[config.mk]
export PLATFORM = sky130hd
export DESIGN_NAME = ex_divider_flat
export DESIGN_NICKNAME = d
export VERILOG_FILES = /design/src/rtl/ex_divider_pkg.sv /design/src/rtl/ex_divider_if.sv /design/src/rtl/ex_div_core.sv /design/src/rtl/ex_divider.sv /design/src/flat_wrapper.sv
export SDC_FILE = /design/constraint.sdc
export NUM_CORES = 1
export LEC_CHECK = 0
export ABC_CLOCK_PERIOD_IN_PS = 4200
export BUFFER_PORTS_ARGS = -buffer_cell sky130_fd_sc_hd__buf_2
export CAP_MARGIN = 0
export CORE_MARGIN = 5
export CORE_UTILIZATION = 30
export CTS_CLUSTER_SIZE = 24
export DETAILED_ROUTE_END_ITERATION = 10
export GPL_TIMING_DRIVEN = 0
export PLACE_DENSITY_LB_ADDON = 0.15
export RECOVER_POWER = 25
export SETUP_SLACK_MARGIN = 0.15
export SLEW_MARGIN = 20
export SYNTH_ARGS = -nofsm -noshare
export SYNTH_HDL_FRONTEND = slang
export SYNTH_HIERARCHICAL = 1
export SYNTH_SLANG_ARGS = --single-unit
[constraint.sdc]
create_clock -name clk -period 4.2 [get_ports clk]
set_input_delay 0.42 -clock clk [delete_from_list [all_inputs] [get_ports clk]]
set_output_delay 0.42 -clock clk [all_outputs]
set_load 0.02 [all_outputs]
[src/rtl/ex_divider_pkg.sv]
// Shared definitions for the EX-stage iterative divider: op and state
// encodings, fixed special-case results and small op-decoding helpers.
package ex_divider_pkg;

    localparam int DIV_XLEN = 32;

    typedef enum logic [1:0] {
        DIV_OP_DIV  = 2'b00,
        DIV_OP_DIVU = 2'b01,
        DIV_OP_REM  = 2'b10,
        DIV_OP_REMU = 2'b11
    } div_op_e;

    typedef enum logic [1:0] {
        ST_IDLE = 2'b00,
        ST_CALC = 2'b01,
        ST_DONE = 2'b10
    } div_state_e;

    // Quotient returned for a zero divisor, and the most-negative value that
    // is both the overflowing dividend and the overflow quotient.
    localparam logic [DIV_XLEN-1:0] DIV_ZERO_Q = '1;
    localparam logic [DIV_XLEN-1:0] DIV_OVF_Q  = {1'b1, {(DIV_XLEN-1){1'b0}}};

    function automatic logic op_is_signed(input div_op_e op);
        return (op == DIV_OP_DIV) || (op == DIV_OP_REM);
    endfunction

    function automatic logic op_is_rem(input div_op_e op);
        return (op == DIV_OP_REM) || (op == DIV_OP_REMU);
    endfunction

endpackage

[src/rtl/ex_divider_if.sv]
// Handshake and data bundle between the EX stage (master) and the divider
// (slave). The clock and reset stay plain ports on the divider.
interface ex_divider_if
    import ex_divider_pkg::*;
#(
    parameter int XLEN = DIV_XLEN
);

    logic            start;
    logic [1:0]      op;
    logic [XLEN-1:0] rs1_reg;
    logic [XLEN-1:0] rs2_reg;
    logic [4:0]      rd_in;
    logic            flush;
    logic            stall;
    logic            busy;
    logic            done;
    logic [XLEN-1:0] result;
    logic [4:0]      rd_out;

    modport master (
        output start, op, rs1_reg, rs2_reg, rd_in, flush,
        input  stall, busy, done, result, rd_out
    );

    modport slave (
        input  start, op, rs1_reg, rs2_reg, rd_in, flush,
        output stall, busy, done, result, rd_out
    );

endinterface

[src/rtl/ex_div_core.sv]
// Unsigned restoring division datapath: one quotient bit per step. The
// caller loads magnitudes, pulses step once per cycle and reads the
// post-step quotient/remainder combinationally on the last step.
module ex_div_core
    import ex_divider_pkg::*;
#(
    parameter int XLEN = DIV_XLEN
) (
    input  logic            clk,
    input  logic            rst_n,
    input  logic            load,
    input  logic            step,
    input  logic [XLEN-1:0] dividend,
    input  logic [XLEN-1:0] divisor,
    output logic [XLEN-1:0] quo_next,
    output logic [XLEN-1:0] rem_next,
    output logic            last_step
);

    localparam int CNT_W = $clog2(XLEN);
    localparam logic [CNT_W-1:0] LAST_CNT = CNT_W'(XLEN - 1);

    logic [XLEN-1:0]  rem_q, rem_d;
    logic [XLEN-1:0]  quo_q, quo_d;
    logic [XLEN-1:0]  dvs_q, dvs_d;
    logic [CNT_W-1:0] cnt_q, cnt_d;
    logic [XLEN:0]    shifted;
    logic [XLEN:0]    trial;
    logic             fits;

    // One restoring step. Because rem < divisor always holds, the
    // difference fits in XLEN+1 bits and its MSB is a valid sign.
    always_comb begin
        shifted   = {rem_q, quo_q[XLEN-1]};
        trial     = shifted - {1'b0, dvs_q};
        fits      = ~trial[XLEN];
        rem_next  = fits ? trial[XLEN-1:0] : shifted[XLEN-1:0];
        quo_next  = {quo_q[XLEN-2:0], fits};
        last_step = (cnt_q == LAST_CNT);
    end

    // Next-state for the datapath registers: load wins over step.
    always_comb begin
        rem_d = rem_q;
        quo_d = quo_q;
        dvs_d = dvs_q;
        cnt_d = cnt_q;
        if (load) begin
            rem_d = '0;
            quo_d = dividend;
            dvs_d = divisor;
            cnt_d = '0;
        end else if (step) begin
            rem_d = rem_next;
            quo_d = quo_next;
            cnt_d = cnt_q + 1'b1;
        end
    end

    // Datapath registers, cleared by the asynchronous reset.
    always_ff @(posedge clk or negedge rst_n) begin
        if (!rst_n) begin
            rem_q <= '0;
            quo_q <= '0;
            dvs_q <= '0;
            cnt_q <= '0;
        end else begin
            rem_q <= rem_d;
            quo_q <= quo_d;
            dvs_q <= dvs_d;
            cnt_q <= cnt_d;
        end
    end

endmodule

[src/rtl/ex_divider.sv]
// RV32M divide unit for the EX stage. Owns the IDLE/CALC/DONE sequencing,
// operand sign handling, divide-by-zero and overflow shortcuts, flush and
// the pipeline stall; the bit-serial iteration lives in ex_div_core.
module ex_divider
    import ex_divider_pkg::*;
#(
    parameter int XLEN = DIV_XLEN
) (
    input  logic        clk,
    input  logic        rst_n,
    ex_divider_if.slave bus
);

    div_state_e      state_q, state_d;
    div_op_e         op_q, op_d;
    div_op_e         op_in;
    logic [4:0]      rd_tag_q, rd_tag_d;
    logic [4:0]      rd_out_q, rd_out_d;
    logic            q_neg_q, q_neg_d;
    logic            r_neg_q, r_neg_d;
    logic            done_q, done_d;
    logic [XLEN-1:0] result_q, result_d;

    logic            accept;
    logic            in_signed;
    logic            div_zero;
    logic            sgn_ovf;
    logic [XLEN-1:0] rs1_abs;
    logic [XLEN-1:0] rs2_abs;
    logic [XLEN-1:0] special_res;
    logic [XLEN-1:0] quo_fin;
    logic [XLEN-1:0] rem_fin;

    logic            core_load;
    logic            core_step;
    logic [XLEN-1:0] core_quo;
    logic [XLEN-1:0] core_rem;
    logic            core_last;

    // Decode the incoming op: magnitudes, shortcut detection and the
    // shortcut result, all from the forwarded operands.
    always_comb begin
        op_in     = div_op_e'(bus.op);
        accept    = (state_q == ST_IDLE) && bus.start && !bus.flush;
        in_signed = op_is_signed(op_in);
        rs1_abs   = (in_signed && bus.rs1_reg[XLEN-1]) ? -bus.rs1_reg : bus.rs1_reg;
        rs2_abs   = (in_signed && bus.rs2_reg[XLEN-1]) ? -bus.rs2_reg : bus.rs2_reg;
        div_zero  = (bus.rs2_reg == '0);
        sgn_ovf   = in_signed && (bus.rs1_reg == DIV_OVF_Q) && (bus.rs2_reg == DIV_ZERO_Q);
        if (op_is_rem(op_in)) begin
            special_res = div_zero ? bus.rs1_reg : '0;
        end else begin
            special_res = div_zero ? DIV_ZERO_Q : DIV_OVF_Q;
        end
    end

    // Apply the recorded signs to the final unsigned step outputs.
    always_comb begin
        quo_fin = q_neg_q ? -core_quo : core_quo;
        rem_fin = r_neg_q ? -core_rem : core_rem;
    end

    // Sequencing: flush overrides everything; results are captured on
    // the transition into DONE so done and result line up.
    always_comb begin
        state_d   = state_q;
        op_d      = op_q;
        rd_tag_d  = rd_tag_q;
        rd_out_d  = rd_out_q;
        q_neg_d   = q_neg_q;
        r_neg_d   = r_neg_q;
        done_d    = 1'b0;
        result_d  = result_q;
        core_load = 1'b0;
        core_step = 1'b0;
        if (bus.flush) begin
            state_d = ST_IDLE;
        end else begin
            case (state_q)
                ST_IDLE: begin
                    if (bus.start) begin
                        op_d     = op_in;
                        rd_tag_d = bus.rd_in;
                        q_neg_d  = in_signed && (bus.rs1_reg[XLEN-1] ^ bus.rs2_reg[XLEN-1]);
                        r_neg_d  = in_signed && bus.rs1_reg[XLEN-1];
                        if (div_zero || sgn_ovf) begin
                            state_d  = ST_DONE;
                            done_d   = 1'b1;
                            result_d = special_res;
                            rd_out_d = bus.rd_in;
                        end else begin
                            state_d   = ST_CALC;
                            core_load = 1'b1;
                        end
                    end
                end
                ST_CALC: begin
                    core_step = 1'b1;
                    if (core_last) begin
                        state_d  = ST_DONE;
                        done_d   = 1'b1;
                        result_d = op_is_rem(op_q) ? rem_fin : quo_fin;
                        rd_out_d = rd_tag_q;
                    end
                end
                ST_DONE: begin
                    state_d = ST_IDLE;
                end
                default: begin
                    state_d = ST_IDLE;
                end
            endcase
        end
    end

    // Control state and registered outputs.
    always_ff @(posedge clk or negedge rst_n) begin
        if (!rst_n) begin
            state_q  <= ST_IDLE;
            op_q     <= DIV_OP_DIV;
            rd_tag_q <= '0;
            rd_out_q <= '0;
            q_neg_q  <= 1'b0;
            r_neg_q  <= 1'b0;
            done_q   <= 1'b0;
            result_q <= '0;
        end else begin
            state_q  <= state_d;
            op_q     <= op_d;
            rd_tag_q <= rd_tag_d;
            rd_out_q <= rd_out_d;
            q_neg_q  <= q_neg_d;
            r_neg_q  <= r_neg_d;
            done_q   <= done_d;
            result_q <= result_d;
        end
    end

    ex_div_core #(
        .XLEN(XLEN)
    ) u_core (
        .clk      (clk),
        .rst_n    (rst_n),
        .load     (core_load),
        .step     (core_step),
        .dividend (rs1_abs),
        .divisor  (rs2_abs),
        .quo_next (core_quo),
        .rem_next (core_rem),
        .last_step(core_last)
    );

    assign bus.stall  = accept || (state_q == ST_CALC);
    assign bus.busy   = (state_q != ST_IDLE);
    assign bus.done   = done_q;
    assign bus.result = result_q;
    assign bus.rd_out = rd_out_q;

endmodule

[src/flat_wrapper.sv]
// flat-port wrapper written by rule: the top's interface ports become plain ports
module ex_divider_flat import ex_divider_pkg::*;
#(
    parameter int XLEN = DIV_XLEN
)
  (clk, rst_n, bus_start, bus_op, bus_rs1_reg, bus_rs2_reg, bus_rd_in, bus_flush, bus_stall, bus_busy, bus_done, bus_result, bus_rd_out);
  ex_divider_if #(.XLEN(XLEN)) bus_i ();
  input  logic clk;
  input  logic rst_n;
  input wire logic [$bits(bus_i.start)-1:0] bus_start;
  input wire logic [$bits(bus_i.op)-1:0] bus_op;
  input wire logic [$bits(bus_i.rs1_reg)-1:0] bus_rs1_reg;
  input wire logic [$bits(bus_i.rs2_reg)-1:0] bus_rs2_reg;
  input wire logic [$bits(bus_i.rd_in)-1:0] bus_rd_in;
  input wire logic [$bits(bus_i.flush)-1:0] bus_flush;
  output wire logic [$bits(bus_i.stall)-1:0] bus_stall;
  output wire logic [$bits(bus_i.busy)-1:0] bus_busy;
  output wire logic [$bits(bus_i.done)-1:0] bus_done;
  output wire logic [$bits(bus_i.result)-1:0] bus_result;
  output wire logic [$bits(bus_i.rd_out)-1:0] bus_rd_out;
  assign bus_i.start = bus_start;
  assign bus_i.op = bus_op;
  assign bus_i.rs1_reg = bus_rs1_reg;
  assign bus_i.rs2_reg = bus_rs2_reg;
  assign bus_i.rd_in = bus_rd_in;
  assign bus_i.flush = bus_flush;
  assign bus_stall = bus_i.stall;
  assign bus_busy = bus_i.busy;
  assign bus_done = bus_i.done;
  assign bus_result = bus_i.result;
  assign bus_rd_out = bus_i.rd_out;
  ex_divider #(.XLEN(XLEN)) u_core (.clk(clk), .rst_n(rst_n), .bus(bus_i));
endmodule
After elaboration in Yosys (flattened, before gate mapping)
Index checks and enable logic that the tools add are counted.

Output and inout port bits: 40. Logic and storage cells: 95. Flip-flop bits (word level): 150. Bits of input ports: 75.

Reductions and logical operators: 22. Bitwise logic cells: 3. Eq/ne operators: 13. Multiplexer cells: 39. $add $sub $neg: 6.

Operator list (number): 2-to-1 mux 32 bit (15); negator 32 bit (4); equality test 32 bit, second input constant (2); one-hot mux 32 bit (2 select lines) (1); subtractor 33 x 32 -> 33 bit (1); zero test 32 bit (1); 2-to-1 mux 31 bit (1); 2-to-1 mux 5 bit (5); 2-to-1 mux 1 bit (10); one-hot mux 5 bit (2 select lines) (1); equality test 2 bit, second input constant (4); 2-to-1 mux 2 bit (4); logical AND 1 bit (7); nonzero test 2 bit (3); adder 5 x 1 -> 5 bit, second input constant (1); equality test 5 bit, second input constant (1); logical OR 1 bit (5); AND reduction 5 bit (1); zero test 2 bit (2); inequality test 2 x 1 -> 1 bit, second input constant (2); one-hot mux 2 bit (2 select lines) (1); inequality test 3 x 2 -> 1 bit, second input constant (1); inequality test 3 bit, second input constant (1); AND reduction 3 bit (1); other kinds (7) (8).

Depth between registers and ports, before layout
Gate-level depths: netlist of the first run.

Depth after elaboration: 10. Gate-level depth with buffers: 22. Depth with buffers taken out: 19.

Hierarchy
Netlist of the first run, hierarchy kept.

By module, submodules not included: ex_div_core (seq. area each 2527.4 um^2, instances 1, area an instance 6695.2 um^2, cells an instance 769); ex_divider (seq. area each 1201.2 um^2, instances 1, area an instance 5591.6 um^2, cells an instance 726).

Worst setup path before layout of the first run
OpenSTA, ideal clock, no wires.

Kind: register to register. From: register u_core.u_core.quo_q[31]. To: register u_core.result_q[26], in the netlist u_core/bus.result[26]. Clock period less this slack: 4.551 ns. Data arrival time: 4.430 ns. Cell stages (with the launch flop): 22. Setup slack: -0.351 ns. Required time: 4.078 ns. Cell sequence: dfrtp_1 > inv_1 > ha_1 > fa_1 > nor2b_1 > o2111ai_1 > and2_1 > o211ai_1 > and2_1 > o211ai_2 > buf_6 > buf_6 > nand2_1 > o21ai_1 > inv_1 > ha_1 > or4b_2 > or3_1 > o41ai_1 > xor2_1 > a21oi_1 > a32o_1.

Longest elaborated chain between the ends: 7. Elaborated cells on any way between the ends: 10. Classes of those cells: add/sub: 3; mux: 6; bitwise: 1.

RTL lines: start: declaration (line ex_div_core.sv:24) `logic [XLEN-1:0] quo_q, quo_d;`; start signal: assignment (line ex_div_core.sv:69) `quo_q <= quo_d;`; subtractor 33 x 32 -> 33 bit (line ex_div_core.sv:35) `trial = shifted - {1'b0, dvs_q};`; 2-to-1 mux 32 bit (*) (line ex_div_core.sv:37) `rem_next = fits ? trial[XLEN-1:0] : shifted[XLEN-1:0];`; named net u_core.core_rem[0] (line ex_divider.sv:37) `logic [XLEN-1:0] core_rem;`; negator 32 bit (*) (line ex_divider.sv:60) `rem_fin = r_neg_q ? -core_rem : core_rem;`; 2-to-1 mux 32 bit (*) (line ex_divider.sv:60); 2-to-1 mux 32 bit (*) (line ex_divider.sv:102) `result_d = op_is_rem(op_q) ? rem_fin : quo_fin;`; 2-to-1 mux 32 bit (*) (line ex_divider.sv:99) `if (core_last) begin`; one-hot mux 32 bit (2 select lines) (*) (line ex_divider.sv:79) `case (state_q)`; end signal: assignment (line ex_divider.sv:135) `result_q <= result_d;`; end: declaration (line ex_divider.sv:22) `logic [XLEN-1:0] result_q, result_d;`.

The timed path passes the listed nets; every way through them passes the cells marked *. The select of a mux whose other input is x is not followed. A chain may end at the register's enable or synchronous reset.

Worst setup path in the final report of the first run
Ends and elaborated chain as after synthesis.

==> results of run 1 <==
routing by layer:
| layer | global-route usage | up-vias |
|---|---|---|
| met5 | 0 | - |
| met4 | 0.0673 | 0 |
| met3 | 0.0326 | 64 |
| met2 | 0.324 | 390 |
| met1 | 0.309 | 6022 |
| li1 | - | 5748 |
critical path: stages, from the launching register on:
cell and delay, ps:
sky130_fd_sc_hd__dfrtp_1 380, sky130_fd_sc_hd__inv_1 60, sky130_fd_sc_hd__ha_2 180, sky130_fd_sc_hd__fa_2 370, sky130_fd_sc_hd__nor2b_4 150, sky130_fd_sc_hd__o2111ai_4 130
sky130_fd_sc_hd__and2_4 200, sky130_fd_sc_hd__o211ai_1 160, sky130_fd_sc_hd__buf_4 180, sky130_fd_sc_hd__and2_4 160, sky130_fd_sc_hd__o211ai_4 90, sky130_fd_sc_hd__buf_6 150
sky130_fd_sc_hd__buf_8 140, sky130_fd_sc_hd__buf_12 140, sky130_fd_sc_hd__nand2_4 70, sky130_fd_sc_hd__o21ai_4 70, sky130_fd_sc_hd__inv_2 80, sky130_fd_sc_hd__ha_4 130
sky130_fd_sc_hd__or4b_4 490, sky130_fd_sc_hd__or3_4 380, sky130_fd_sc_hd__o41ai_4 280, sky130_fd_sc_hd__xor2_2 210, sky130_fd_sc_hd__a21oi_2 100, sky130_fd_sc_hd__a32o_1 290
registers in the layout, indices dropped and copies added, names as in the netlist:
register / count
u_core/bus.done: 1
u_core/bus.rd_out: 5
u_core/bus.result: 32
u_core/op_q: 1
u_core/q_neg_q: 1
u_core/r_neg_q: 1
u_core/rd_tag_q: 5
u_core/state_q: 2
u_core/u_core/cnt_q: 5
u_core/u_core/dvs_q: 32
u_core/u_core/quo_q: 32
u_core/u_core/rem_q: 32
final cells by class:
class	instances	area share
Multi-Input combinational cell	1161	0.551
Inverter	64	0.0154
Buffer	120	0.0476
Sequential cell	149	0.233
Clock buffer	19	0.0283
Timing Repair Buffer	181	0.0737
Tap cell	532	0.0416
Clock inverter	13	0.00923
cells in the final DEF (no fill, tap or decap), drive strengths merged, types with 16 or more instances in the layout:
cell type  synthesis  routed
nand4             23      23
or3               26      26
inv               61      65
dfrtp            149     149
a21oi             71      71
nand3             17      17
mux2i             44      44
a21o              20      20
o31ai             26      26
ha                39      39
mux2              37      37
nor3              48      48
nand2            159     159
nor4              16      16
xnor2             71      71
buf               59     232
or4               22      22
o21ai            137     137
o211ai            21      21
o41ai             32      32
clkbuf            62      87
a31oi             17      17
nor2             130     130
xor2              73      73
kinds of logic (layout without fill, tap and decap cells):
group                      count (synthesis)  after routing  synth area share
and+or+nand+nor                          502            502             0.200
AOI/OAI and AO/OA                        394            394             0.211
buffers and inverters                    185            397            0.0718
DFF                                      149            149             0.303
xor gates and xnor gates                 144            144             0.103
muxes                                     81             81            0.0701
adders and majority gates                 40             40            0.0413
stage by stage:
step,TNS (ps),cell area [um2],worst slack [ps],utilization,instances
after CTS,-6760,15500,-460,0.380,2223
after global placement,-62090,13700,-1010,0.336,2140
final,-7350,16000,-503,0.393,2239
after global routing,-11510,16000,-650,0.393,2239
after floorplan,-130,12400,-68.1,-,1495
after detailed placement,-52620,13700,-1010,0.338,2143
final timing paths:
kind	start	endpoint	slack, ps	depth (start not counted)
max	u_core/u_core/quo_q[31]	u_core/bus.result[26]	-500	23
min	bus_rd_in[4]	u_core/rd_tag_q[4]	220	2
max reg2reg	u_core/u_core/quo_q[31]	u_core/bus.result[26]	-500	23
min reg2reg	u_core/bus.rd_out[4]	u_core/bus.rd_out[4]	480	1
max in group asynchronous	rst_n	u_core/u_core/quo_q[21]	1920	3
min in group asynchronous	rst_n	u_core/u_core/dvs_q[17]	1040	2
synthesized netlist by cell type (all sizes together), types with 4 or more instances:
master | n | share of area
a211oi | 6 | 0.0037
a21o | 20 | 0.012
a21oi | 71 | 0.032
a221oi | 4 | 0.0034
a22o | 5 | 0.0036
a31o | 5 | 0.0036
a31oi | 17 | 0.0087
a32o | 6 | 0.0049
and2 | 7 | 0.0038
and3 | 11 | 0.0056
buf | 59 | 0.033
clkbuf | 62 | 0.019
dfrtp | 149 | 0.30
ha | 39 | 0.040
inv | 61 | 0.019
mux2 | 37 | 0.034
mux2i | 44 | 0.036
nand2 | 159 | 0.049
nand2b | 8 | 0.0041
nand3 | 17 | 0.0073
nand4 | 23 | 0.012
nor2 | 130 | 0.040
nor2b | 9 | 0.0046
nor3 | 48 | 0.020
nor4 | 16 | 0.0094
o211ai | 21 | 0.013
o21a | 14 | 0.0086
o21ai | 137 | 0.056
o31ai | 26 | 0.016
o41ai | 32 | 0.024
or2 | 14 | 0.0071
or3 | 26 | 0.013
or4 | 22 | 0.014
or4b | 5 | 0.0041
xnor2 | 71 | 0.051
xor2 | 73 | 0.052
power by group:
group / total [uW] / internal, uW / switching (uW)
sequential: 1970 / 1730 / 243
combinational: 8020 / 3450 / 4570
clock: 1630 / 917 / 718
total: 11600 / 6100 / 5530
timing repair:
action / 4_1_cts / 5_1_grt
pin swaps: 70 / 40
endpoints found under the hold margin: 71 / 0
endpoints found under the setup margin: 84 / 107
buffers inserted: 45 / 17
cloned: 2 / 0
hold buffers: 1 / 0
resized for setup: 151 / 94
==> impl_metrics.xml, run 1 <==
<?xml version="1.0" encoding="UTF-8"?>
<metrics>
  <group name="run_status">
    <metric name="status" unit="">complete, but fails checks</metric>
    <metric name="violations" unit="">capacitance limit, slew limit, setup timing</metric>
  </group>
  <group name="sta">
    <metric name="timing.final.crit_period" unit="ps">4700</metric>
    <metric name="hold_viol" unit="">0</metric>
    <metric name="timing.final.crit_share" unit="">1.12</metric>
    <metric name="timing.final.ws_setup" unit="ps">-503</metric>
    <metric name="worst_slew_margin_rel" unit="">-0.286</metric>
    <metric name="final-setup-viol-count" unit="">25</metric>
    <metric name="drv_slew" unit="">72</metric>
    <metric name="hold-worst-slack" unit="ps">219</metric>
    <metric name="rsz_0062_raised_after_global_routing" unit="">yes</metric>
    <metric name="finClkSkew" unit="ps">12.3</metric>
    <metric name="max_slew.worst_pin.slew" unit="ps">1930</metric>
    <metric name="timing.fmax" unit="GHz">0.213</metric>
  </group>
  <group name="floorplan">
    <metric name="die-height" unit="um">212</metric>
    <metric name="core_area" unit="mm2">0.0406</metric>
    <metric name="io-pin-count" unit="">115</metric>
    <metric name="floorplan.rows" unit="">74</metric>
    <metric name="dieWidth" unit="um">212</metric>
    <metric name="die_outline_area" unit="mm2">0.0451</metric>
    <metric name="initial_utilization" unit="">0.302</metric>
  </group>
  <group name="grt">
    <metric name="grt.overflow.total" unit="">0</metric>
    <metric name="grt_start_max_net_pins" unit="">79</metric>
    <metric name="grt_pass1_wl" unit="um">73700</metric>
    <metric name="grt_util_all_layers" unit="">0.212</metric>
    <metric name="antenna_found_initial" unit="">0</metric>
    <metric name="grt_pass1_vias" unit="">12000</metric>
  </group>
  <group name="cells_and_area">
    <metric name="areaGrowthSynthToFinish" unit="%">30.2</metric>
    <metric name="multi_input_comb_area" unit="mm2">0.00881</metric>
    <metric name="final_layout_size_suffix_gt1_frac" unit="">0.277</metric>
    <metric name="seqCellArea" unit="mm2">0.00373</metric>
    <metric name="design.final.nets" unit="">1809</metric>
    <metric name="diodes_inserted" unit="">0</metric>
    <metric name="fill_cells" unit="">4142</metric>
  </group>
  <group name="setup_path">
    <metric name="worstPathMaxFanout" unit="">6</metric>
    <metric name="crit_path_start_kind" unit="">register</metric>
    <metric name="crit_type" unit="">reg -&gt; reg</metric>
    <metric name="cp_data_required_time" unit="ps">4540</metric>
    <metric name="critPathCaptureType" unit="">register</metric>
    <metric name="timing.critical_path.arrival" unit="ps">5040</metric>
  </group>
  <group name="clock_network">
    <metric name="cts.root.buffer_cell" unit="">sky130_fd_sc_hd__clkbuf_16</metric>
    <metric name="clkSlewWorstSetupHoldPaths" unit="ps">70</metric>
    <metric name="cts_max_level" unit="">4</metric>
    <metric name="cts_buffer_depth" unit="">2</metric>
    <metric name="clkLatencyLatePin" unit="ps">450</metric>
    <metric name="cts_tree" unit="">built</metric>
    <metric name="cts_sinks" unit="">149</metric>
    <metric name="number_of_cts_inserted_buffers" unit="">17</metric>
  </group>
  <group name="yosys">
    <metric name="syn-mean-instance-area" unit="um2">8.22</metric>
    <metric name="netlist_area_pre_place" unit="mm2">0.0123</metric>
    <metric name="synth_seq_area_share" unit="">0.303</metric>
    <metric name="syn_nets" unit="">1610</metric>
    <metric name="async_flop_share" unit="">1.00</metric>
    <metric name="synth.distinct_cells" unit="">81</metric>
    <metric name="synthesis.instances" unit="">1495</metric>
    <metric name="ys.warnings.count" unit="">6</metric>
    <metric name="synthFlopType" unit="">sky130_fd_sc_hd__dfrtp_1</metric>
    <metric name="synth-seq-cells" unit="">149</metric>
    <metric name="number_of_synthesized_flops_with_an_enable_pin" unit="">0</metric>
  </group>
  <group name="place">
    <metric name="place_hpwl" unit="um">36600</metric>
    <metric name="place.port_buffers" unit="">113</metric>
    <metric name="gpl.final_weighted_congestion" unit="">0.891</metric>
  </group>
  <group name="power">
    <metric name="peakVddDrop" unit="mV">0.358</metric>
    <metric name="cellPowerDensity" unit="mW/mm2">727</metric>
    <metric name="power_leakage" unit="uW">0.00684</metric>
    <metric name="power" unit="uW">11600</metric>
  </group>
  <group name="route">
    <metric name="dr_total_vias" unit="">12200</metric>
    <metric name="routed_wl" unit="um">48900</metric>
    <metric name="post_drt_wl_per_cell" unit="um">21.9</metric>
    <metric name="route.met2.wl" unit="um">21700</metric>
    <metric name="routed-wl-met3" unit="um">2720</metric>
    <metric name="drcViolationCount" unit="">0</metric>
    <metric name="dr.pass1.iters" unit="">5</metric>
    <metric name="topRoutingLayerUsed" unit="">met4</metric>
    <metric name="wirelength_met1" unit="um">23100</metric>
    <metric name="avgViaCountPerCell" unit="">5.46</metric>
    <metric name="antenna_violating_nets_post_route" unit="">0</metric>
    <metric name="drt_first_iter_violations" unit="">864</metric>
  </group>
  <group name="worst_hold_path">
    <metric name="timing.hold.worst.class" unit="">in -&gt; reg</metric>
  </group>
  <group name="flow_run">
    <metric name="drv.max_cap_violation_count" unit="">1</metric>
  </group>
</metrics>
Power figures use the tool's default switching activity.
==> inputs of run 2 (changes only) <==
--- a/config.mk
+++ b/config.mk
@@ -9,7 +9,7 @@
 export BUFFER_PORTS_ARGS = -buffer_cell sky130_fd_sc_hd__buf_2
 export CAP_MARGIN = 0
 export CORE_MARGIN = 5
-export CORE_UTILIZATION = 30
+export CORE_UTILIZATION = 25
 export CTS_CLUSTER_SIZE = 24
 export DETAILED_ROUTE_END_ITERATION = 10
 export GPL_TIMING_DRIVEN = 0
==> run 2 against run 1 <==
The run still ends with capacitance limit, slew limit, setup timing left. Non-clock buffer count increased by 3. Sequential power is essentially flat. First-iteration DRC count up 13%. Critical path type unchanged. Via count fell by 0.17%. Critical path depth is the same. Final cell count grew 6.1%. Clock skew increased by 2.3 ps. Routed wire length rose by 5.6%. Core utilization decreased by 6.0 points. Clock power about the same.
==> impl_metrics.xml, run 2 (synthesized netlist as in run 1, its figures left out) <==
<?xml version="1.0" encoding="UTF-8"?>
<metrics>
  <group name="place">
    <metric name="gpl.final_weighted_congestion" unit="">0.902</metric>
    <metric name="place_hpwl" unit="um">39200</metric>
    <metric name="place.port_buffers" unit="">113</metric>
    <metric name="dpl_cell_area" unit="mm2">0.0139</metric>
  </group>
  <group name="clock_network">
    <metric name="cts.root.buffer_cell" unit="">sky130_fd_sc_hd__clkbuf_16</metric>
    <metric name="cts_buffer_depth" unit="">2</metric>
    <metric name="clkLatencyLatePin" unit="ps">460</metric>
    <metric name="cts_sinks" unit="">149</metric>
    <metric name="number_of_cts_inserted_buffers" unit="">17</metric>
    <metric name="cts_tree" unit="">built</metric>
    <metric name="clkSlewWorstSetupHoldPaths" unit="ps">70</metric>
    <metric name="cts_max_level" unit="">4</metric>
  </group>
  <group name="sta">
    <metric name="timing.final.crit_share" unit="">1.14</metric>
    <metric name="final-setup-viol-count" unit="">25</metric>
    <metric name="hold_viol" unit="">0</metric>
    <metric name="rsz_0062_raised_after_global_routing" unit="">yes</metric>
    <metric name="max_slew.worst_pin.slew" unit="ps">2110</metric>
    <metric name="timing.final.crit_period" unit="ps">4770</metric>
    <metric name="timing.final.ws_setup" unit="ps">-571</metric>
    <metric name="finClkSkew" unit="ps">14.6</metric>
    <metric name="timing.fmax" unit="GHz">0.210</metric>
    <metric name="worst_slew_margin_rel" unit="">-0.404</metric>
    <metric name="drv_slew" unit="">88</metric>
  </group>
  <group name="route">
    <metric name="dr_total_vias" unit="">12200</metric>
    <metric name="avgViaCountPerCell" unit="">5.14</metric>
    <metric name="routed_wl" unit="um">51700</metric>
    <metric name="post_drt_wl_per_cell" unit="um">21.8</metric>
    <metric name="drcViolationCount" unit="">0</metric>
    <metric name="drt_first_iter_violations" unit="">977</metric>
    <metric name="dr.pass1.iters" unit="">5</metric>
    <metric name="antenna_violating_nets_post_route" unit="">0</metric>
  </group>
  <group name="grt">
    <metric name="grt_start_max_net_pins" unit="">65</metric>
    <metric name="grt_util_all_layers" unit="">0.187</metric>
    <metric name="grt_pass1_vias" unit="">12000</metric>
    <metric name="grt_pass1_wl" unit="um">76800</metric>
    <metric name="grt_peak_use_layer" unit="">met2</metric>
    <metric name="antenna_found_initial" unit="">1</metric>
    <metric name="use_met2" unit="">0.305</metric>
    <metric name="grt.overflow.total" unit="">0</metric>
    <metric name="grt_use_met1" unit="">0.263</metric>
    <metric name="globalRouteMet3Util" unit="">0.0226</metric>
  </group>
  <group name="setup_path">
    <metric name="crit_path_start" unit="">u_core/u_core/quo_q[31]</metric>
    <metric name="reg2reg_start" unit="">u_core/u_core/quo_q[31]</metric>
    <metric name="cp_data_required_time" unit="ps">4550</metric>
    <metric name="reg2reg_slack" unit="ps">-570</metric>
    <metric name="critPathCaptureType" unit="">register</metric>
    <metric name="worstPathMaxFanout" unit="">6</metric>
    <metric name="crit_path_start_kind" unit="">register</metric>
    <metric name="regToRegEndpoint" unit="">u_core/bus.result[26]</metric>
    <metric name="critPathCapture" unit="">u_core/bus.result[26]</metric>
    <metric name="timing.critical_path.arrival" unit="ps">5120</metric>
    <metric name="worst-r2r-cell-count" unit="">23</metric>
    <metric name="crit_type" unit="">reg -&gt; reg</metric>
  </group>
  <group name="cells_and_area">
    <metric name="fill_cells" unit="">5188</metric>
    <metric name="final_area" unit="mm2">0.0163</metric>
    <metric name="design.final.nets" unit="">1813</metric>
    <metric name="layout_commonest_cell" unit="">sky130_fd_sc_hd__nand2_1</metric>
    <metric name="areaGrowthSynthToFinish" unit="%">32.3</metric>
    <metric name="final_layout_size_suffix_gt1_frac" unit="">0.281</metric>
    <metric name="most-common-layout-cells" unit="">sky130_fd_sc_hd__nand2_1 (150), sky130_fd_sc_hd__dfrtp_1 (149), sky130_fd_sc_hd__nor2_1 (128)</metric>
    <metric name="diodes_inserted" unit="">0</metric>
  </group>
  <group name="floorplan">
    <metric name="core_area" unit="mm2">0.0487</metric>
    <metric name="die-height" unit="um">232</metric>
    <metric name="dieWidth" unit="um">232</metric>
    <metric name="io-pin-count" unit="">115</metric>
    <metric name="die_outline_area" unit="mm2">0.0537</metric>
    <metric name="floorplan.rows" unit="">81</metric>
    <metric name="initial_utilization" unit="">0.252</metric>
  </group>
  <group name="power">
    <metric name="power.combinational.fraction" unit="">0.698</metric>
    <metric name="cellPowerDensity" unit="mW/mm2">734</metric>
    <metric name="power_leakage" unit="uW">0.00690</metric>
    <metric name="power.share.sequential" unit="">0.166</metric>
    <metric name="power_frac_clock" unit="">0.136</metric>
    <metric name="swShare" unit="">0.474</metric>
    <metric name="cellInternalPower" unit="uW">6280</metric>
    <metric name="power" unit="uW">11900</metric>
    <metric name="peakVddDrop" unit="mV">0.480</metric>
    <metric name="power.switching" unit="uW">5660</metric>
  </group>
  <group name="run_status">
    <metric name="violations" unit="">capacitance limit, slew limit, setup timing</metric>
    <metric name="status" unit="">complete, but fails checks</metric>
  </group>
  <group name="flow_run">
    <metric name="drv.max_cap_violation_count" unit="">2</metric>
  </group>
  <group name="worst_hold_path">
    <metric name="timing.hold.worst.class" unit="">in -&gt; reg</metric>
  </group>
</metrics>
[run 2: timing repair]
| action | 4_1_cts | 5_1_grt |
|---|---|---|
| pin swaps | 32 | 64 |
| hold endpoints to repair | 34 | 0 |
| setup endpoints to repair | 120 | 56 |
| setup buffers | 28 | 36 |
| gates resized for setup | 110 | 152 |
| hold buffers | 1 | 0 |
| gates cloned | 1 | 2 |
[run 2: final cells by class]
cell class | instances | area [um2] | area share
clock inverters | 11 | 125 | 0.00770
well taps | 664 | 831 | 0.0511
flip-flops and latches | 149 | 3730 | 0.229
clock buffers | 21 | 470 | 0.0289
inverters | 64 | 246 | 0.0152
repair buffers | 183 | 1260 | 0.0775
multi-input cells | 1162 | 8830 | 0.543
plain buffers | 121 | 768 | 0.0473
[run 2: through the flow]
| stage | setup TNS, ps | worst slack, ps | instances | hold slack [ps] | util |
|---|---|---|---|---|---|
| 3_3_place_gp | -70250 | -1010 | 2272 | 476 | 0.284 |
| 4_1_cts | -8770 | -492 | 2337 | 173 | 0.313 |
| 3_5_place_dp | -59650 | -1040 | 2275 | 324 | 0.285 |
| 6_report | -8420 | -571 | 2375 | 203 | 0.334 |
| 5_1_grt | -24760 | -645 | 2375 | 182 | 0.334 |
| 2_1_floorplan | -130 | -68.1 | 1495 | 124 | - |
[run 2: power by group through the flow]
| stage | Combinational (uW) | Clock, uW | Sequential, uW |
|---|---|---|---|
| 3_3_place_gp | 5660 | 0 | 1990 |
| 6_report | 8340 | 1620 | 1980 |
| 2_1_floorplan | 4100 | 0 | 1910 |
| 4_1_cts | 6680 | 1670 | 1970 |
| 3_5_place_dp | 5680 | 0 | 2000 |
| 5_1_grt | 8890 | 1720 | 2020 |
[run 2: worst max-delay path, cell delays in order (launching register included)]
cell,delay [ps]
sky130_fd_sc_hd__dfrtp_1,420
sky130_fd_sc_hd__inv_1,60
sky130_fd_sc_hd__ha_2,180
sky130_fd_sc_hd__fa_2,380
sky130_fd_sc_hd__nor2b_4,140
sky130_fd_sc_hd__o2111ai_2,120
sky130_fd_sc_hd__and2_4,200
sky130_fd_sc_hd__o211ai_1,170
sky130_fd_sc_hd__buf_4,160
sky130_fd_sc_hd__and2_4,160
sky130_fd_sc_hd__o211ai_4,130
sky130_fd_sc_hd__buf_12,170
sky130_fd_sc_hd__buf_16,130
sky130_fd_sc_hd__buf_12,140
sky130_fd_sc_hd__nand2_4,60
sky130_fd_sc_hd__o21ai_4,60
sky130_fd_sc_hd__inv_2,70
sky130_fd_sc_hd__ha_4,120
sky130_fd_sc_hd__or4b_4,460
sky130_fd_sc_hd__or3_4,380
sky130_fd_sc_hd__o41ai_4,270
sky130_fd_sc_hd__xor2_2,240
sky130_fd_sc_hd__a21oi_2,120
sky130_fd_sc_hd__a32o_1,290
[run 2: worst min path at each step]
stage	startpoint	endpoint	slack [ps]	depth (start not counted)
6_report	bus_rd_in[0]	u_core/rd_tag_q[0]	200	2
5_1_grt	bus_rd_in[0]	u_core/rd_tag_q[0]	180	2
4_1_cts	bus_rd_in[0]	u_core/rd_tag_q[0]	170	2
3_5_place_dp	rst_n	u_core/u_core/dvs_q[17]	320	1
3_3_place_gp	u_core/bus.rd_out[3]	u_core/bus.rd_out[3]	480	1
2_1_floorplan	rst_n	u_core/bus.done	120	0
[run 2: per-layer routing]
layer | share of wire | up-vias
met5 | 0 | -
met2 | 0.47 | 328
met1 | 0.47 | 6056
met3 | 0.043 | 57
li1 | - | 5762
met4 | 0.023 | 0
==> inputs of run 3 (changes only) <==
--- a/config.mk
+++ b/config.mk
@@ -13,6 +13,7 @@
 export CTS_CLUSTER_SIZE = 24
 export DETAILED_ROUTE_END_ITERATION = 10
 export GPL_TIMING_DRIVEN = 0
+export MAX_ROUTING_LAYER = met4
 export PLACE_DENSITY_LB_ADDON = 0.15
 export RECOVER_POWER = 25
 export SETUP_SLACK_MARGIN = 0.15
==> run 3 against run 2 <==
The run still ends with capacitance limit, slew limit, setup timing left. Sequential share of layout area decreased by 0.11 points. Register-to-register slack about the same. Total power increased by 0.45%. Clock skew increased by 2.5 ps. Worst setup slack got worse by 7.3 ps. Highest routed layer unchanged. Via count unchanged. First-iteration DRC count increased by 3.7%. Sequential power about the same.
==> impl_metrics.xml, run 3 (synthesized netlist as in run 1, its figures left out) <==
<?xml version="1.0" encoding="UTF-8"?>
<metrics>
  <group name="worst_hold_path">
    <metric name="timing.hold.worst.class" unit="">in -&gt; reg</metric>
    <metric name="whs_path_depth" unit="">2</metric>
  </group>
  <group name="run_status">
    <metric name="violations" unit="">capacitance limit, slew limit, setup timing</metric>
    <metric name="status" unit="">complete, but fails checks</metric>
  </group>
  <group name="floorplan">
    <metric name="core_area" unit="mm2">0.0487</metric>
    <metric name="floorplan.rows" unit="">81</metric>
    <metric name="io-pin-count" unit="">115</metric>
    <metric name="initial_utilization" unit="">0.252</metric>
    <metric name="die_outline_area" unit="mm2">0.0537</metric>
    <metric name="die-height" unit="um">232</metric>
    <metric name="dieWidth" unit="um">232</metric>
  </group>
  <group name="cells_and_area">
    <metric name="final_layout_size_suffix_gt1_frac" unit="">0.284</metric>
    <metric name="design.final.nets" unit="">1812</metric>
    <metric name="areaGrowthSynthToFinish" unit="%">33.0</metric>
    <metric name="most-common-layout-cells" unit="">sky130_fd_sc_hd__nand2_1 (151), sky130_fd_sc_hd__dfrtp_1 (148), sky130_fd_sc_hd__nor2_1 (128)</metric>
    <metric name="layout_commonest_cell" unit="">sky130_fd_sc_hd__nand2_1</metric>
    <metric name="final_util" unit="">0.335</metric>
  </group>
  <group name="setup_path">
    <metric name="cp_data_required_time" unit="ps">4550</metric>
    <metric name="worst-r2r-cell-count" unit="">19</metric>
    <metric name="cp_cell_sequence" unit="">inv_1, ha_2, fa_2, nor2b_4, o2111ai_2, and2_4, o211ai_1, buf_4, and2_4, o211ai_4, buf_12, buf_16, mux2_4, or4b_4, or3_4, o41ai_4, xor2_2, a21oi_2, a32o_1</metric>
    <metric name="crit_path_start_kind" unit="">register</metric>
    <metric name="critical_path_cell_with_the_highest_stage_delay" unit="">sky130_fd_sc_hd__or4b_4</metric>
    <metric name="timing.critical_path.buf_inv" unit="">4</metric>
    <metric name="critPathCaptureType" unit="">register</metric>
    <metric name="max_stage_delay" unit="ps">560</metric>
    <metric name="worstPathMaxFanout" unit="">5</metric>
    <metric name="path_common_cell" unit="">sky130_fd_sc_hd__and2_4</metric>
    <metric name="worst-path-stages" unit="">19</metric>
    <metric name="critPathTopFamily" unit="">simple AND/OR/NAND/NOR gates</metric>
    <metric name="crit_type" unit="">reg -&gt; reg</metric>
    <metric name="timing.critical_path.arrival" unit="ps">5130</metric>
  </group>
  <group name="grt">
    <metric name="grt_start_max_net_pins" unit="">88</metric>
    <metric name="grt_pass1_wl" unit="um">78200</metric>
    <metric name="antenna_found_initial" unit="">1</metric>
    <metric name="grt_util_all_layers" unit="">0.196</metric>
    <metric name="grt_pass1_vias" unit="">12100</metric>
    <metric name="grt.overflow.total" unit="">0</metric>
  </group>
  <group name="place">
    <metric name="gpl.final_weighted_congestion" unit="">0.914</metric>
    <metric name="place.port_buffers" unit="">113</metric>
    <metric name="place_hpwl" unit="um">39300</metric>
  </group>
  <group name="sta">
    <metric name="drv_slew" unit="">87</metric>
    <metric name="final-setup-viol-count" unit="">29</metric>
    <metric name="totalNegativeSetupSlack" unit="ps">-10820</metric>
    <metric name="timing.final.crit_share" unit="">1.14</metric>
    <metric name="hold_viol" unit="">0</metric>
    <metric name="max_slew.worst_pin.slew" unit="ps">2390</metric>
    <metric name="finClkSkew" unit="ps">17.1</metric>
    <metric name="timing.fmax" unit="GHz">0.209</metric>
    <metric name="rsz_0062_raised_after_global_routing" unit="">yes</metric>
    <metric name="worst_slew_margin_rel" unit="">-0.592</metric>
    <metric name="hold-worst-slack" unit="ps">201</metric>
    <metric name="timing.final.crit_period" unit="ps">4780</metric>
    <metric name="timing.final.ws_setup" unit="ps">-578</metric>
  </group>
  <group name="route">
    <metric name="post_drt_wl_per_cell" unit="um">22.0</metric>
    <metric name="dr_total_vias" unit="">12200</metric>
    <metric name="drt_first_iter_violations" unit="">1013</metric>
    <metric name="avgViaCountPerCell" unit="">5.14</metric>
    <metric name="drcViolationCount" unit="">0</metric>
    <metric name="antenna_violating_nets_post_route" unit="">0</metric>
    <metric name="routed_wl" unit="um">52200</metric>
    <metric name="dr.pass1.iters" unit="">5</metric>
  </group>
  <group name="flow_run">
    <metric name="drv.max_cap_violation_count" unit="">1</metric>
  </group>
  <group name="power">
    <metric name="peakVddDrop" unit="mV">0.466</metric>
    <metric name="cellPowerDensity" unit="mW/mm2">734</metric>
    <metric name="power" unit="uW">12000</metric>
    <metric name="power_leakage" unit="uW">0.00695</metric>
  </group>
  <group name="clock_network">
    <metric name="cts_sinks" unit="">149</metric>
    <metric name="number_of_cts_inserted_buffers" unit="">17</metric>
    <metric name="cts.root.buffer_cell" unit="">sky130_fd_sc_hd__clkbuf_16</metric>
    <metric name="clkLatencyLatePin" unit="ps">480</metric>
    <metric name="cts_max_level" unit="">4</metric>
    <metric name="cts_tree" unit="">built</metric>
    <metric name="clkSlewWorstSetupHoldPaths" unit="ps">80</metric>
    <metric name="cts_buffer_depth" unit="">2</metric>
  </group>
</metrics>
==> run 3: area by class of cell <==
cell class	count	area, um2
plain buffers	119	757
fillers	5130	32400
inverters	64	249
well taps	664	831
flip-flops and latches	149	3730
multi-input cells	1161	8920
clock inverters	13	158
diodes	2	5.00
repair buffers	185	1260
clock buffers	18	439
==> run 3: routing by layer <==
layer  wire length (um)  GRT usage
met5                  0          -
met2              24400      0.306
met3               2310     0.0280
met4               1210     0.0526
met1              24300      0.269
==> run 3: where the power goes <==
part	internal, uW	switching (uW)
sequential	1730	265
combinational	3610	4750
clock	942	691
==> run 3: worst reg2reg max path, stage by stage, from the launching register on <==
cell	delay (ps)
sky130_fd_sc_hd__dfrtp_1	450
sky130_fd_sc_hd__inv_1	70
sky130_fd_sc_hd__ha_2	180
sky130_fd_sc_hd__fa_2	380
sky130_fd_sc_hd__nor2b_4	140
sky130_fd_sc_hd__o2111ai_2	130
sky130_fd_sc_hd__and2_4	200
sky130_fd_sc_hd__o211ai_1	170
sky130_fd_sc_hd__buf_4	180
sky130_fd_sc_hd__and2_4	170
sky130_fd_sc_hd__o211ai_4	120
sky130_fd_sc_hd__buf_12	160
sky130_fd_sc_hd__buf_16	130
sky130_fd_sc_hd__mux2_4	330
sky130_fd_sc_hd__or4b_4	560
sky130_fd_sc_hd__or3_4	370
sky130_fd_sc_hd__o41ai_4	320
sky130_fd_sc_hd__xor2_2	210
sky130_fd_sc_hd__a21oi_2	100
sky130_fd_sc_hd__a32o_1	290
==> run 3: path summary, 6_finish.rpt <==
path | end | slack (ps) | from
hold reg to reg | u_core/bus.rd_out[3] | 480 | u_core/bus.rd_out[3]
max in group asynchronous | u_core/bus.result[16] | 1370 | rst_n
hold / removal | u_core/rd_tag_q[2] | 200 | bus_rd_in[2]
setup reg to reg | u_core/bus.result[26] | -580 | u_core/u_core/quo_q[31]
min in group asynchronous | u_core/u_core/dvs_q[17] | 280 | rst_n
setup / recovery | u_core/bus.result[26] | -580 | u_core/u_core/quo_q[31]
==> run 3: timing repair <==
action | in CTS | in global routing
buffers inserted | 51 | 14
hold endpoints to repair | 46 | 0
hold buffers | 1 | 0
resized for setup | 193 | 74
gates cloned | 2 | 0
pin swaps | 77 | 55
setup endpoints to repair | 124 | 126
==> run 3: through the flow <==
stage	setup slack (ps)	instance area [um2]	instances
6_report	-578	16300	2375
5_1_grt	-707	16300	2373
4_1_cts	-495	15900	2360
3_5_place_dp	-991	13900	2276
3_3_place_gp	-988	13800	2272
2_1_floorplan	-68.1	12400	1495
